==> src/rtl/seg_scan_ctrl_pkg.sv <==
// Shared types and constants for the
// multiplexed 7-segment scan controller.
package seg_scan_ctrl_pkg;

  typedef enum logic [1:0] {
    ST_IDLE  = 2'd0,
    ST_BLANK = 2'd1,
    ST_SHOW  = 2'd2
  } scan_state_t;

  // Codes 10-15 decode to all segments off
  localparam logic [3:0] BLANK_CODE = 4'hF;
  localparam logic [3:0] BCD_MAX    = 4'd9;

  // Map any non-BCD nibble to the blank code
  function automatic logic [3:0] bcd_clean(
    input logic [3:0] nib
  );
    return (nib > BCD_MAX) ? BLANK_CODE : nib;
  endfunction

endpackage

==> src/rtl/seg_scan_ctrl_tick.sv <==
// Slot counter for the scan controller:
// counts 0..SCAN_DIV-1 and flags the slot end.
module scan_tick_gen #(
  parameter int SCAN_DIV = 50000,
  parameter int CW       = 16
) (
  input  logic          clk,
  input  logic          rst_n,
  input  logic          run,
  input  logic          clr,
  output logic [CW-1:0] count,
  output logic          slot_end
);

  localparam logic [CW-1:0] LAST = CW'(SCAN_DIV - 1);

  // Slot end is only meaningful while running
  assign slot_end = run & (count == LAST);

  // Free-running slot counter with sync clear
  always_ff @(posedge clk or negedge rst_n) begin
    if (!rst_n) begin
      count <= '0;
    end else if (clr) begin
      count <= '0;
    end else if (run) begin
      count <= slot_end ? '0 : count + CW'(1);
    end
  end

endmodule

==> src/rtl/seg_scan_ctrl.sv <==
// Multiplexed 7-segment scan controller with
// shadowed display load and leading-zero blanking.
module seg_scan_ctrl
  import seg_scan_ctrl_pkg::*;
#(
  parameter int NUM_DIGITS   = 4,
  parameter int SCAN_DIV     = 50000,
  parameter int BLANK_CYCLES = 500
) (
  input  logic                    clk,
  input  logic                    rst_n,
  input  logic                    enable,
  input  logic                    lzb,
  input  logic                    load_valid,
  input  logic [4*NUM_DIGITS-1:0] load_data,
  input  logic [NUM_DIGITS-1:0]   load_dp,
  output logic                    load_ready,
  output logic                    load_err,
  output logic [3:0]              digit_bcd,
  output logic [NUM_DIGITS-1:0]   an_n,
  output logic                    dp_n,
  output logic                    frame_done
);

  localparam int DW = 4 * NUM_DIGITS;
  localparam int IW =
    (NUM_DIGITS > 1) ? $clog2(NUM_DIGITS) : 1;
  localparam int CW =
    (SCAN_DIV > 1) ? $clog2(SCAN_DIV) : 1;

  localparam logic [CW-1:0] BLANK_LAST =
    CW'(BLANK_CYCLES - 1);
  localparam logic [IW-1:0] IDX_LAST =
    IW'(NUM_DIGITS - 1);

  scan_state_t state_q;
  scan_state_t state_d;

  logic [IW-1:0]         idx_q;
  logic [IW-1:0]         idx_d;
  logic [CW-1:0]         count;
  logic                  slot_end;
  logic                  cnt_clr;

  logic [DW-1:0]         disp_q;
  logic [DW-1:0]         disp_d;
  logic [NUM_DIGITS-1:0] ddp_q;
  logic [NUM_DIGITS-1:0] ddp_d;
  logic [DW-1:0]         shad_q;
  logic [NUM_DIGITS-1:0] shdp_q;
  logic                  pend;

  logic                  capture;
  logic                  commit;
  logic                  wrap;
  logic [DW-1:0]         clean;
  logic                  bad;

  logic [NUM_DIGITS-1:0] lz_mask;
  logic                  zrun;

  logic [NUM_DIGITS-1:0] an_d;
  logic [3:0]            bcd_d;
  logic                  dp_d;

  // Counter is held at zero whenever not scanning
  assign cnt_clr = (state_q == ST_IDLE) | ~enable;

  scan_tick_gen #(
    .SCAN_DIV (SCAN_DIV),
    .CW       (CW)
  ) u_tick (
    .clk      (clk),
    .rst_n    (rst_n),
    .run      (enable),
    .clr      (cnt_clr),
    .count    (count),
    .slot_end (slot_end)
  );

  assign pend    = ~load_ready;
  assign capture = load_valid & load_ready;
  assign wrap    = (state_q == ST_SHOW) & slot_end
                 & (idx_q == IDX_LAST);
  // Stopped scanning has no boundary to wait for
  assign commit  = pend & (wrap | ~enable);
  assign disp_d  = commit ? shad_q : disp_q;
  assign ddp_d   = commit ? shdp_q : ddp_q;

  // Sanitise offered digits and flag bad ones
  always_comb begin
    clean = '0;
    bad   = 1'b0;
    for (int i = 0; i < NUM_DIGITS; i++) begin
      clean[4*i +: 4] = bcd_clean(load_data[4*i +: 4]);
      if (load_data[4*i +: 4] > BCD_MAX) begin
        bad = 1'b1;
      end
    end
  end

  // Next state and digit index
  always_comb begin
    state_d = state_q;
    idx_d   = idx_q;
    unique case (state_q)
      ST_IDLE: begin
        idx_d = '0;
        if (enable) begin
          state_d = ST_BLANK;
        end
      end
      ST_BLANK: begin
        if (!enable) begin
          state_d = ST_IDLE;
          idx_d   = '0;
        end else if (count == BLANK_LAST) begin
          state_d = ST_SHOW;
        end
      end
      ST_SHOW: begin
        if (!enable) begin
          state_d = ST_IDLE;
          idx_d   = '0;
        end else if (slot_end) begin
          state_d = ST_BLANK;
          idx_d   = (idx_q == IDX_LAST)
                  ? '0 : idx_q + IW'(1);
        end
      end
      default: begin
        state_d = ST_IDLE;
        idx_d   = '0;
      end
    endcase
  end

  // Mark zero digits above the top nonzero digit
  always_comb begin
    lz_mask = '0;
    zrun    = lzb;
    for (int i = NUM_DIGITS - 1; i > 0; i--) begin
      if (zrun && disp_d[4*i +: 4] == 4'd0) begin
        lz_mask[i] = 1'b1;
      end else begin
        zrun = 1'b0;
      end
    end
  end

  // Output values for the state being entered
  always_comb begin
    an_d  = '1;
    bcd_d = BLANK_CODE;
    dp_d  = 1'b1;
    if (state_d == ST_SHOW) begin
      an_d[idx_d] = 1'b0;
      bcd_d = lz_mask[idx_d] ? BLANK_CODE
            : disp_d[{idx_d, 2'b00} +: 4];
      dp_d  = ~ddp_d[idx_d];
    end
  end

  // Scan state register
  always_ff @(posedge clk or negedge rst_n) begin
    if (!rst_n) begin
      state_q <= ST_IDLE;
      idx_q   <= '0;
    end else begin
      state_q <= state_d;
      idx_q   <= idx_d;
    end
  end

  // Shadow capture and display commit
  always_ff @(posedge clk or negedge rst_n) begin
    if (!rst_n) begin
      disp_q     <= '0;
      ddp_q      <= '0;
      shad_q     <= '0;
      shdp_q     <= '0;
      load_ready <= 1'b1;
    end else begin
      disp_q <= disp_d;
      ddp_q  <= ddp_d;
      if (capture) begin
        shad_q     <= clean;
        shdp_q     <= load_dp;
        load_ready <= 1'b0;
      end else if (commit) begin
        load_ready <= 1'b1;
      end
    end
  end

  // Registered display drive and status pulses
  always_ff @(posedge clk or negedge rst_n) begin
    if (!rst_n) begin
      an_n       <= '1;
      digit_bcd  <= BLANK_CODE;
      dp_n       <= 1'b1;
      load_err   <= 1'b0;
      frame_done <= 1'b0;
    end else begin
      an_n       <= an_d;
      digit_bcd  <= bcd_d;
      dp_n       <= dp_d;
      load_err   <= capture & bad;
      frame_done <= wrap;
    end
  end

endmodule

==> config.mk <==
export PLATFORM = sky130hd
export DESIGN_NAME = seg_scan_ctrl
export DESIGN_NICKNAME = d
export VERILOG_FILES = /design/src/rtl/seg_scan_ctrl_pkg.sv /design/src/rtl/seg_scan_ctrl_tick.sv /design/src/rtl/seg_scan_ctrl.sv
export SDC_FILE = /design/constraint.sdc
export NUM_CORES = 1
export LEC_CHECK = 0
export BUFFER_PORTS_ARGS = -buffer_cell sky130_fd_sc_hd__buf_2
export CAP_MARGIN = 20
export CORE_ASPECT_RATIO = 0.8
export CORE_MARGIN = 8
export CORE_UTILIZATION = 35
export DETAILED_ROUTE_END_ITERATION = 8
export GPL_TIMING_DRIVEN = 1
export PLACE_DENSITY_LB_ADDON = 0.05
export SLEW_MARGIN = 20
export SYNTH_ARGS = -nofsm -noshare
export SYNTH_HDL_FRONTEND = slang
export SYNTH_SLANG_ARGS = --single-unit
==> constraint.sdc <==
create_clock -name clk -period 2.9 [get_ports clk]
set_input_delay 0.435 -clock clk [delete_from_list [all_inputs] [get_ports clk]]
set_output_delay 0.435 -clock clk [all_outputs]
set_load 0.01 [all_outputs]
==> results by group, run 1 <==
Yosys
  – Net Count, Synth: 355
  – Synth Cell Area: 3580 sq um
  – Synth unique cells: 60
  – Sequential cell area fraction in the yosys report: 50.7%
  – Async S/R FF share, synth: 100%
  – Synth cell count leaders: dfrtp_1 (62), nand2_1 (27), nor2_1 (25), a21oi_1 (22), o21ai_0 (22)
  – Top FF cell, synth: dfrtp_1
  – Synth top area cells: dfrtp_1 (43%), dfstp_2 (7.3%), mux2_2 (6.3%)
  – Cell taking the most area after synthesis: dfrtp_1
  – Post-synth EDFFs: 0
  – Register bit total from synthesis: 72
  – Synth warnings: 0
  – Syn avg cell area: 11.0 sq um
  – Post-synth top area share: 43.4%
  – Top-count cell post-synth: dfrtp_1
  – Post-Synthesis Cells: 324

Final layout
  – Area grow syn2layout: 17.6%
  – Final nets: 394
  – Post-Layout Cell Count: 508
  – Inserted Diodes: 0
  – Share of cells above drive strength 1: 28.5%

Setup path
  – R2R Setup Slk: 0.17 ns
  – Critical Path Source: u_tick.count[11]
  – CP Capture Type: flip-flop
  – Max incr delay on CP: 0.47 ns
  – Worst EP arrival: 2.98 ns
  – Slowest CP cell: nor4_4
  – CP cell instances: nor4_4 -> nand4_4 -> o21a_4 -> nor2_8 -> mux2_2 -> mux4_2 -> nand3b_1
  – CP Launch Type: flip-flop
  – Critical path class: flip-flop to flip-flop
  – Origin of the critical flop-to-flop path: u_tick.count[11]
  – WP data required: 3.15 ns
  – Critical path peak fanout: 11
  – Worst r2r path cells: 7

Clock tree
  – CTS Hold Bufs: 0
  – Post-CTS setup repair buffer count: 0
  – Clock slew at reported path FFs: 0.06 ns
  – Total CTS buffers: 9
  – CTS sink cnt: 72
  – H-tree depth: 3
  – CTS resizes: 0
  – Root Buffer: clkbuf_16
  – CTS tree: yes
  – Max Root-Sink Buffers: 2
  – Clock Latency Late Sink: 0.34 ns

Status
  – Status: finished clean

Global routing
  – Global-route wire length before repair: 14.1 mm
  – Grt ovf: 0
  – Largest net degree at the start of global routing: 73
  – Initial antenna violation count: 0
  – Number of global-route vias before repair: 2560
  – Tot GR Track Use: 13.3%

STA
  – Worst Tran Pin Value: 0.933 ns
  – Max Slew Vio Count: 0
  – Fmax: 367 MHz
  – Clk_skew: 0.00832 ns
  – Finish-stage setup viols: 0
  – Final hold violations: 0
  – Slew Limit Headroom: 37.8%
  – Hold_ws: 0.224 ns
  – Period utilisation layout: 94.0%
  – Post-Route Setup TNS: 0 ns
  – Fin crit period: 2.73 ns
  – RSZ-0062 raised after global routing: false

Placed design
  – Port bufs: 36
  – Placed Cells: 492
  – HPWL Detailed: 6.12 mm
  – Routability Congestion: 0.833

Power and ir drop
  – Logic gate share of total power: 16.3%
  – Total power draw: 2950 uW
  – Internal power: 2100 uW
  – Pwr Density: 702 nW/um^2
  – Lkg Pwr: 0.00176 uW
  – Part of the power in registers: 45.5%
  – Clock power frac: 38.2%
  – Worst VDD drop: 366 uV
  – NetSw: 851 uW
  – Net switching fraction of the power: 28.8%

Drt
  – Routed len/inst: 16.8 um
  – Residual DRC: 0
  – Vias per cell: 5.04
  – Drt pass-1 iters: 4
  – Post-route antenna net violation count: 0
  – Drt first-iter violations: 224
  – Via count: 2560
  – Final wirelength: 8.51 mm

Floorplanning
  – Die X-Extent: 129 um
  – Die H: 106 um
  – I/O pins: 37
  – Core Area: 10100 sq um
  – Die ar.: 13700 sq um
  – Row cnt: 33
  – Starting Density: 35.3%

Hold path
  – Hold Crit Class: input port to async pin

Flow run
  – Max Cap Viol: 0
metal layers:
layer  GRT usage, %  up-vias  share of wire (%)
li1               -     1274                  -
met1           20.6     1212                 54
met2           16.3       69                 38
met3           4.45        5                7.3
met4           4.77        0                1.0
met5              0        -                  0
critical path, delay by kind of cell (launching register included):
| kind | cells | cell delay (ns) |
|---|---|---|
| compound gates | 1 | 0.29 |
| flops | 1 | 0.45 |
| mux | 2 | 0.84 |
| simple gates | 4 | 1.05 |
final cells by class:
type | count | area [sq um]
clock buffer | 9 | 225
clock inverter | 7 | 78.8
fill | 999 | 5910
inverter | 6 | 27.5
multi-input combinational | 233 | 1670
sequential | 72 | 1810
tap | 140 | 175
timing repair buffer | 41 | 220
power groups by stage:
stage                     registers [uW]  clock network, uW  logic [uW]
after floorplan                     1290                  0         375
after global placement              1360                  0         485
after detailed placement            1360                  0         490
after CTS                           1340               1150         491
after global routing                1370               1200         550
final                               1340               1130         481
through the flow:
stage,utilization [%],instance area (sq um),setup slack (ns)
global placement,38.6,3900,0.221
detailed placement,38.6,3900,0.163
global route,41.6,4210,0.0487
CTS,41.6,4210,0.152
floorplan,-,3580,0.430
finish,41.6,4210,0.174
flip-flops by register name, summed over array words and instances (netlist names):
register / cells
frame_done: 1
digit_bcd: 4
idx_q: 2
load_ready: 1
an_n: 4
shad_q: 16
state_q: 2
load_err: 1
ddp_q: 4
dp_n: 1
u_tick.count: 16
disp_q: 16
shdp_q: 4
cells in the final DEF, fill, tap and decap left out, types with 2 or more instances in the layout:
| master | netlist | final |
|---|---|---|
| a21oi_1 | 22 | 22 |
| a221oi_1 | 2 | 2 |
| a22o_1 | 2 | 2 |
| a22oi_1 | 7 | 7 |
| and2_1 | 6 | 6 |
| and3_1 | 5 | 5 |
| and4_1 | 4 | 3 |
| and4b_1 | 2 | 2 |
| buf_2 | 2 | 35 |
| buf_4 | 0 | 6 |
| clkbuf_16 | 0 | 9 |
| clkinv_4 | 1 | 2 |
| clkinvlp_4 | 0 | 3 |
| dfrtp_1 | 62 | 62 |
| dfstp_2 | 10 | 10 |
| ha_1 | 6 | 6 |
| inv_1 | 4 | 4 |
| inv_6 | 0 | 2 |
| mux2_2 | 20 | 20 |
| mux2_4 | 2 | 2 |
| nand2_1 | 27 | 27 |
| nand3_1 | 17 | 17 |
| nand3b_1 | 3 | 3 |
| nand4_1 | 7 | 7 |
| nand4_4 | 2 | 2 |
| nor2_1 | 25 | 25 |
| nor4_1 | 5 | 5 |
| o211ai_1 | 6 | 6 |
| o21ai_0 | 22 | 22 |
| o21ai_1 | 2 | 2 |
| xnor2_1 | 3 | 3 |
| xor2_1 | 9 | 9 |
logic make-up after synthesis:
| kind of cell | count (synthesis) | synth area share, % |
|---|---|---|
| flip-flops | 72 | 50.7 |
| AND/OR/NAND/NOR | 116 | 19.0 |
| AO/OA/AOI/OAI | 72 | 12.7 |
| adder cells (fa/ha/maj) | 6 | 2.10 |
| buffers and inverters | 19 | 2.73 |
| multiplexers | 27 | 9.80 |
| XOR/XNOR | 12 | 2.94 |
worst paths after layout:
path / to
setup / recovery: digit_bcd[0]
hold / removal: u_tick.count[8]
setup reg to reg: digit_bcd[0]
hold reg to reg: shad_q[2]
max in group asynchronous: state_q[1]
min in group clk: shdp_q[3]
No activity file was read; power rests on OpenSTA's default activity.
==> run 2: changes to the inputs <==
==> constraint.sdc (replaced) <==
create_clock -name clk -period 2.9 [get_ports clk]
set_input_delay 0.145 -clock clk [delete_from_list [all_inputs] [get_ports clk]]
set_output_delay 0.145 -clock clk [all_outputs]
set_load 0.01 [all_outputs]
==> run 2 against run 1 <==
Against the previous run:
- combinational power about the same
- critical path depth rose by 2
- cell count did not move
- count of clock-buffer cells in the layout rose by 2
- total power increased by 3.1%
==> results by group, run 2 (synthesized netlist as in run 1, its figures left out) <==
Hold path
  – Hold Crit Class: input port to flip-flop (was input port to async pin)
  – WHS Path Cells: 2
  – Worst Hold Path EP: shdp_q[2]
  – Worst hold path startpoint: load_dp[2]

Power and ir drop
  – Worst VDD drop: 440 uV (was 366 uV)
  – Lkg Pwr: 0.00177 uW (was 0.00176 uW)
  – Pwr Density: 720 nW/um^2 (was 702 nW/um^2)

Drt
  – Via count: 2644 (was 2560)
  – Final wirelength: 8.62 mm (was 8.51 mm)
  – Post-route antenna net violation count: 0 (unchanged)
  – Drt first-iter violations: 199 (was 224)
  – Vias per cell: 5.20 (was 5.04)
  – Routed len/inst: 17.0 um (was 16.8 um)
  – Drt pass-1 iters: 4 (unchanged)
  – Residual DRC: 0 (unchanged)

Clock tree
  – Clock slew at reported path FFs: 0.06 ns (about the same)
  – CTS tree: yes (unchanged)
  – Max Root-Sink Buffers: 2 (unchanged)
  – Post-CTS setup repair buffer count: 0 (unchanged)
  – H-tree depth: 3 (unchanged)
  – Total CTS buffers: 9 (unchanged)
  – Clock Latency Late Sink: 0.34 ns (about the same)
  – Root Buffer: clkbuf_16 (unchanged)
  – CTS sink cnt: 72 (unchanged)

Floorplanning
  – Row cnt: 33 (unchanged)
  – I/O pins: 37 (unchanged)
  – Core Area: 10100 sq um (unchanged)
  – Die H: 106 um (unchanged)
  – Die X-Extent: 129 um (unchanged)
  – Starting Density: 35.3% (unchanged)
  – Die ar.: 13700 sq um (unchanged)

Setup path
  – Slowest CP cell: mux4_1 (was nor4_4)
  – Origin of the critical flop-to-flop path: u_tick.count[0] (was u_tick.count[11])
  – Worst EP arrival: 2.95 ns (was 2.98 ns)
  – Critical path peak fanout: 12 (was 11)
  – Worst r2r path cells: 9 (was 7)
  – CP Capture Type: flip-flop (unchanged)
  – Max incr delay on CP: 0.53 ns (was 0.47 ns)
  – RR Endpoint: dp_n (was digit_bcd[0])
  – R2R Setup Slk: 0.22 ns (was 0.17 ns)
  – Critical path class: flip-flop to flip-flop (unchanged)
  – CP cell instances: ha_1 -> and4_1 -> nand4_4 -> o21a_4 -> nor2_8 -> buf_4 -> mux4_1 -> and2_1 -> o21ai_1 (was nor4_4 -> nand4_4 -> o21a_4 -> nor2_8 -> mux2_2 -> mux4_2 -> nand3b_1)
  – WP data required: 3.17 ns (was 3.15 ns)
  – CP Launch Type: flip-flop (unchanged)

Placed design
  – HPWL Detailed: 6.13 mm (was 6.12 mm)
  – Routability Congestion: 0.769 (was 0.833)
  – Port bufs: 36 (unchanged)

Final layout
  – Area grow syn2layout: 18.2% (was 17.6%)
  – Most frequent cells in the layout: dfrtp_1 (62), buf_2 (35), nand2_1 (27) (unchanged)
  – Largest registers: disp_q (16), shad_q (16), u_tick.count (16) (unchanged)
  – Final nets: 394 (unchanged)
  – Share of cells above drive strength 1: 28.0% (was 28.5%)
  – Core Util, Final: 41.8% (was 41.6%)
  – Inserted Diodes: 0 (unchanged)
  – Commonest non-fill, non-tap cell in the layout: dfrtp_1 (unchanged)

Global routing
  – Grt ovf: 0 (unchanged)
  – Largest net degree at the start of global routing: 73 (unchanged)
  – Number of global-route vias before repair: 2593 (was 2560)
  – Tot GR Track Use: 13.6% (was 13.3%)
  – Global-route wire length before repair: 14.4 mm (was 14.1 mm)
  – Initial antenna violation count: 0 (unchanged)

STA
  – Clk_skew: 0.0100 ns (was 0.00832 ns)
  – Worst Tran Pin Value: 0.938 ns (was 0.933 ns)
  – Slew Limit Headroom: 37.5% (was 37.8%)
  – Fmax: 373 MHz (was 367 MHz)
  – Post-Route Setup TNS: 0 ns (unchanged)
  – Period utilisation layout: 92.5% (was 94.0%)
  – Finish-stage setup viols: 0 (unchanged)
  – Max Slew Vio Count: 0 (unchanged)
  – Fin crit period: 2.68 ns (was 2.73 ns)
  – RSZ-0062 raised after global routing: false (unchanged)
  – Hold_ws: 0.0367 ns (was 0.224 ns)
  – Final hold violations: 0 (unchanged)

Status
  – Status: finished clean (unchanged)

Flow run
  – Max Cap Viol: 0 (unchanged)
==> run 2: cell count changes in the layout (fill, tap and decap cells not counted), sizes merged <==
| cell | delta |
|---|---|
| clkbuf | +2 |
| inv | -2 |
| clkinvlp | -1 |
| buf | -1 |
| bufinv | +1 |
| dlygate4sd3 | +1 |
==> run 2: where the power goes <==
part,switching (uW),internal (uW)
combinational,245,236
sequential,151,1190
clock,443,776
total,840,2200
==> run 2: area by class of cell <==
type / count / area [sq um]
tap: 140 / 175
multi-input combinational: 233 / 1670
clock inverter: 5 / 80.1
sequential: 72 / 1810
fill: 1020 / 5890
clock buffer: 11 / 243
inverter: 6 / 27.5
timing repair buffer: 41 / 223
==> run 2: per-layer routing <==
layer  GRT usage, %  routed length (um)
met5              0                   0
met4           4.02                 102
met3           4.45                 454
met2           17.6                3390
met1           20.5                4670
==> run 2: how the worst max path moves through the flow <==
stage                               to  cells after the start       startpoint
after floorplan           digit_bcd[0]                      8  u_tick.count[0]
after global placement    digit_bcd[0]                      8  u_tick.count[0]
after global routing              dp_n                      9  u_tick.count[0]
after detailed placement          dp_n                      9  u_tick.count[0]
final                             dp_n                      9  u_tick.count[0]
after CTS                         dp_n                      9  u_tick.count[0]
==> run 2: through the flow <==
step | area, sq um | instances | setup slack [ns] | power [uW]
floorplan | 3580 | 324 | 0.430 | 1670
global placement | 3890 | 491 | 0.268 | 1840
detailed placement | 3890 | 491 | 0.202 | 1850
CTS | 4230 | 508 | 0.204 | 3080
global route | 4230 | 508 | 0.0357 | 3200
finish | 4230 | 508 | 0.219 | 3040
==> run 2: critical path: cells and delay by family (launching register included) <==
kind                       cells  cell delay [ns]
adders and majority gates      1             0.23
muxes                          1             0.53
DFF                            1             0.38
buffers and inverters          1             0.19
and+or+nand+nor                4             0.89
AOI/OAI and AO/OA              2             0.40
==> run 2: what timing repair did <==
action | CTS | global route
hold buffers | 1 | 0
endpoints found under the setup margin | 0 | 1
resized for setup | 0 | 1
hold endpoints to repair | 31 | 0
==> run 3: changes to the inputs <==
--- a/config.mk
+++ b/config.mk
@@ -5,10 +5,11 @@
 export SDC_FILE = /design/constraint.sdc
 export NUM_CORES = 1
 export LEC_CHECK = 0
+export ABC_AREA = 1
 export BUFFER_PORTS_ARGS = -buffer_cell sky130_fd_sc_hd__buf_2
 export CAP_MARGIN = 20
 export CORE_ASPECT_RATIO = 0.8
-export CORE_MARGIN = 8
+export CORE_MARGIN = 3
 export CORE_UTILIZATION = 35
 export DETAILED_ROUTE_END_ITERATION = 8
 export GPL_TIMING_DRIVEN = 1
==> run 3 against run 2 <==
Against the previous run:
- the run now ends with negative hold slack left
- first-iteration DRC count is 2.5% lower
- cell count is 20% higher
- clock skew fell by 0.0024 ns
- final area down 1.6%
- maximum frequency is 14% higher
- non-clock buffer count decreased by 1
- via count grew 0.11%
- die area decreased by 17%
- critical endpoint is now digit_bcd[0]
- largest cell class unchanged
- register-to-register slack better by 0.33 ns
- total power down 5.7%
- sequential share of layout area increased by 0.71 points
- clock power decreased by 7%
==> results by group, run 3 <==
Drt
  – Final wirelength: 7.79 mm (was 8.62 mm)
  – Post-route antenna net violation count: 0 (unchanged)
  – Vias per cell: 4.34 (was 5.20)
  – Drt pass-1 iters: 5 (was 4)
  – Via count: 2647 (was 2644)
  – Drt first-iter violations: 194 (was 199)
  – Routed len/inst: 12.8 um (was 17.0 um)
  – Residual DRC: 0 (unchanged)

Final layout
  – Most frequent cells in the layout: nand2_1 (118), dfrtp_1 (62), nor2_1 (55) (was dfrtp_1 (62), buf_2 (35), nand2_1 (27))
  – Area grow syn2layout: 17.8% (was 18.2%)
  – # fillers: 998 (was 1020)
  – Inserted Diodes: 0 (unchanged)
  – Commonest non-fill, non-tap cell in the layout: nand2_1 (was dfrtp_1)
  – Share of cells above drive strength 1: 19.2% (was 28.0%)
  – Largest registers: disp_q (16), shad_q (16), u_tick.count (16) (unchanged)
  – Final nets: 500 (was 394)
  – Finished Cell Area: 4160 sq um (was 4230 sq um)

Setup path
  – CP most frequent cell: nand2_1
  – Origin of the critical flop-to-flop path: u_tick.count[0] (unchanged)
  – Slowest CP cell: dfrtp_1 (was mux4_1)
  – Critical Path Source: u_tick.count[0] (unchanged)
  – CP cell instances: ha_1 -> nand2_2 -> nor2_8 -> nand2_2 -> nor2_4 -> nand4_4 -> nand2_4 -> nand2_4 -> nand2_1 -> nand2_1 -> nor2_1 -> nand2_1 -> nand2_1 -> nand3_2 -> nand2_1 (was ha_1 -> and4_1 -> nand4_4 -> o21a_4 -> nor2_8 -> buf_4 -> mux4_1 -> and2_1 -> o21ai_1)
  – Max incr delay on CP: 0.39 ns (was 0.53 ns)
  – Critical path peak fanout: 25 (was 12)
  – Buf/Inv on CP: 0 (was 1)
  – WP data required: 3.17 ns (about the same)
  – CP Capture Type: flip-flop (unchanged)
  – Crit-path leading delay family: simple AND/OR/NAND/NOR gates (unchanged)
  – Critical path class: flip-flop to flip-flop (unchanged)
  – Worst EP arrival: 2.63 ns (was 2.95 ns)
  – R2R Setup Slk: 0.54 ns (was 0.22 ns)
  – CP Launch Type: flip-flop (unchanged)

Floorplanning
  – I/O pins: 37 (unchanged)
  – Die H: 95.8 um (was 106 um)
  – Die ar.: 11300 sq um (was 13700 sq um)
  – Row cnt: 32 (was 33)
  – Core Area: 9730 sq um (was 10100 sq um)
  – Die X-Extent: 118 um (was 129 um)
  – Starting Density: 36.3% (was 35.3%)

Clock tree
  – CTS resizes: 0 (unchanged)
  – Root Buffer: clkbuf_16 (unchanged)
  – Post-CTS setup repair buffer count: 0 (unchanged)
  – CTS sink cnt: 72 (unchanged)
  – Clock slew at reported path FFs: 0.06 ns (about the same)
  – Total CTS buffers: 9 (unchanged)
  – Clock Latency Late Sink: 0.34 ns (about the same)
  – H-tree depth: 3 (unchanged)
  – Max Root-Sink Buffers: 2 (unchanged)
  – CTS tree: yes (unchanged)

Status
  – Violated checks: negative hold slack
  – Status: finished, violations left (was finished clean)

Yosys
  – Synth warnings: 0 (unchanged)
  – Top-count cell post-synth: nand2_1 (was dfrtp_1)
  – Post-Synthesis Cells: 428 (was 324)
  – Async S/R FF share, synth: 100% (unchanged)
  – Synth unique cells: 36 (was 60)
  – Synth Cell Area: 3530 sq um (was 3580 sq um)
  – Synth top area cells: dfrtp_1 (44%), nand2_1 (13%), dfstp_2 (7.4%) (was dfrtp_1 (43%), dfstp_2 (7.3%), mux2_2 (6.3%))
  – Post-synthesis adder-cell area fraction: 2.13% (was 2.10%)
  – Net Count, Synth: 459 (was 355)
  – Synth cell count leaders: nand2_1 (118), dfrtp_1 (62), nor2_1 (55), inv_1 (53), nand3_1 (32) (was dfrtp_1 (62), nand2_1 (27), nor2_1 (25), a21oi_1 (22), o21ai_0 (22))
  – Syn avg cell area: 8.25 sq um (was 11.0 sq um)
  – Largest family of logic cells by synthesized area: simple AND/OR/NAND/NOR gates (unchanged)
  – Mux share of post-synthesis cell area: 0% (was 9.80%)
  – Post-synth EDFFs: 0 (unchanged)
  – Cell taking the most area after synthesis: dfrtp_1 (unchanged)
  – Post-synthesis compound-gate area fraction: 7.62% (was 12.7%)
  – Synth Area in XOR/XNOR: 0.744% (was 2.94%)
  – Sequential cell area fraction in the yosys report: 51.4% (was 50.7%)
  – Top FF cell, synth: dfrtp_1 (unchanged)
  – Register bit total from synthesis: 72 (unchanged)
  – Post-synth top area share: 43.9% (was 43.4%)
  – Simple-gate area share of the yosys netlist: 30.2% (was 19.0%)

STA
  – Finish-stage setup viols: 0 (unchanged)
  – Post-Route Setup TNS: 0 ns (unchanged)
  – Worst Tran Pin Value: 0.920 ns (was 0.938 ns)
  – Period utilisation layout: 81.2% (was 92.5%)
  – Fin crit period: 2.36 ns (was 2.68 ns)
  – Clk_skew: 0.00763 ns (was 0.0100 ns)
  – Hold_ws: -0.000408 ns (was 0.0367 ns)
  – RSZ-0062 raised after global routing: false (unchanged)
  – Max Slew Vio Count: 0 (unchanged)
  – Setup ws final: 0.545 ns (was 0.219 ns)
  – Final hold violations: 1 (was 0)
  – Slew Limit Headroom: 38.6% (was 37.5%)
  – Fmax: 425 MHz (was 373 MHz)

Power and ir drop
  – Worst VDD drop: 294 uV (was 440 uV)
  – Pwr Density: 690 nW/um^2 (was 720 nW/um^2)
  – Lkg Pwr: 0.00208 uW (was 0.00177 uW)

Placed design
  – Placed inst area: 3840 sq um (was 3890 sq um)
  – Routability Congestion: 0.753 (was 0.769)
  – Port bufs: 36 (unchanged)
  – DP Worst Slack: 0.568 ns (was 0.202 ns)
  – HPWL Detailed: 5.62 mm (was 6.13 mm)

Flow run
  – Max Cap Viol: 0 (unchanged)

Hold path
  – Worst hold path startpoint: load_valid (was load_dp[2])
  – Hold Crit Class: input port to flip-flop (unchanged)

Global routing
  – Global-route wire length before repair: 13.0 mm (was 14.4 mm)
  – Grt ovf: 0 (unchanged)
  – Number of global-route vias before repair: 2458 (was 2593)
  – Initial antenna violation count: 0 (unchanged)
  – Tot GR Track Use: 14.7% (was 13.6%)
  – Largest net degree at the start of global routing: 73 (unchanged)
-- run 3: cell types whose count changed after synthesis, moves of 6 or more --
cell | before | now
xor2_1 | 9 | 1
inv_1 | 4 | 53
o211ai_1 | 6 | 0
o21ai_0 | 22 | 12
and2_1 | 6 | 0
nand2_1 | 27 | 118
nor2_1 | 25 | 55
mux2_2 | 20 | 0
nand3_1 | 17 | 32
-- run 3: logic make-up (layout without fill, tap and decap cells) --
family                   after synthesis  in the layout
AND/OR/NAND/NOR                      234            234
flip-flops                            72             72
buffers and inverters                 68            114
AO/OA/AOI/OAI                         45             45
adder cells (fa/ha/maj)                6              6
XOR/XNOR                               3              3
-- run 3: metrics by stage --
step / hold slack [ns] / total power, uW / instances / utilization (%)
global placement: 0.339 / 1760 / 593 / 39.5
finish: -0.000408 / 2870 / 610 / 42.7
global route: 0.0233 / 3040 / 610 / 42.7
CTS: 0.00583 / 2900 / 610 / 42.7
floorplan: -0.151 / 1600 / 428 / -
detailed placement: 0.346 / 1760 / 593 / 39.5
-- run 3: worst paths after layout --
kind | to | depth (start not counted)
max | digit_bcd[0] | 15
min | load_ready | 2
max reg2reg | digit_bcd[0] | 15
min reg2reg | ddp_q[2] | 2
max in group asynchronous | shdp_q[2] | 2
min in group asynchronous | disp_q[14] | 2
-- run 3: layout make-up --
cell class / count / area, sq um / area share (%)
Sequential cell: 72 / 1810 / 43.6
Clock buffer: 11 / 253 / 6.08
Tap cell: 136 / 170 / 4.09
Inverter: 58 / 218 / 5.23
Clock inverter: 5 / 55.1 / 1.32
Multi-Input combinational cell: 288 / 1440 / 34.5
Timing Repair Buffer: 40 / 213 / 5.11
-- run 3: timing repair --
action                                  CTS  global route
hold endpoints to repair                  1             0
hold buffers                              1             0
endpoints found under the setup margin    0             0
-- run 3: per-layer routing --
layer	GRT usage, %	routed length [um]
met3	4.00	335
met4	6.15	107
met2	17.6	2730
met1	23.8	4620
met5	0	0
-- run 3: worst register-to-register path, delay by kind of cell, from the launching register on --
family / cells / cell delay, ns
flip-flops: 1 / 0.39
adder cells (fa/ha/maj): 1 / 0.25
AND/OR/NAND/NOR: 14 / 1.68
-- run 3: power breakdown --
part           internal [uW]  total [uW]  switching, uW  leakage (uW)
Combinational            168         498            329       0.00106
Sequential              1170        1250           77.6      0.000872
Clock                    709        1130            417      0.000148
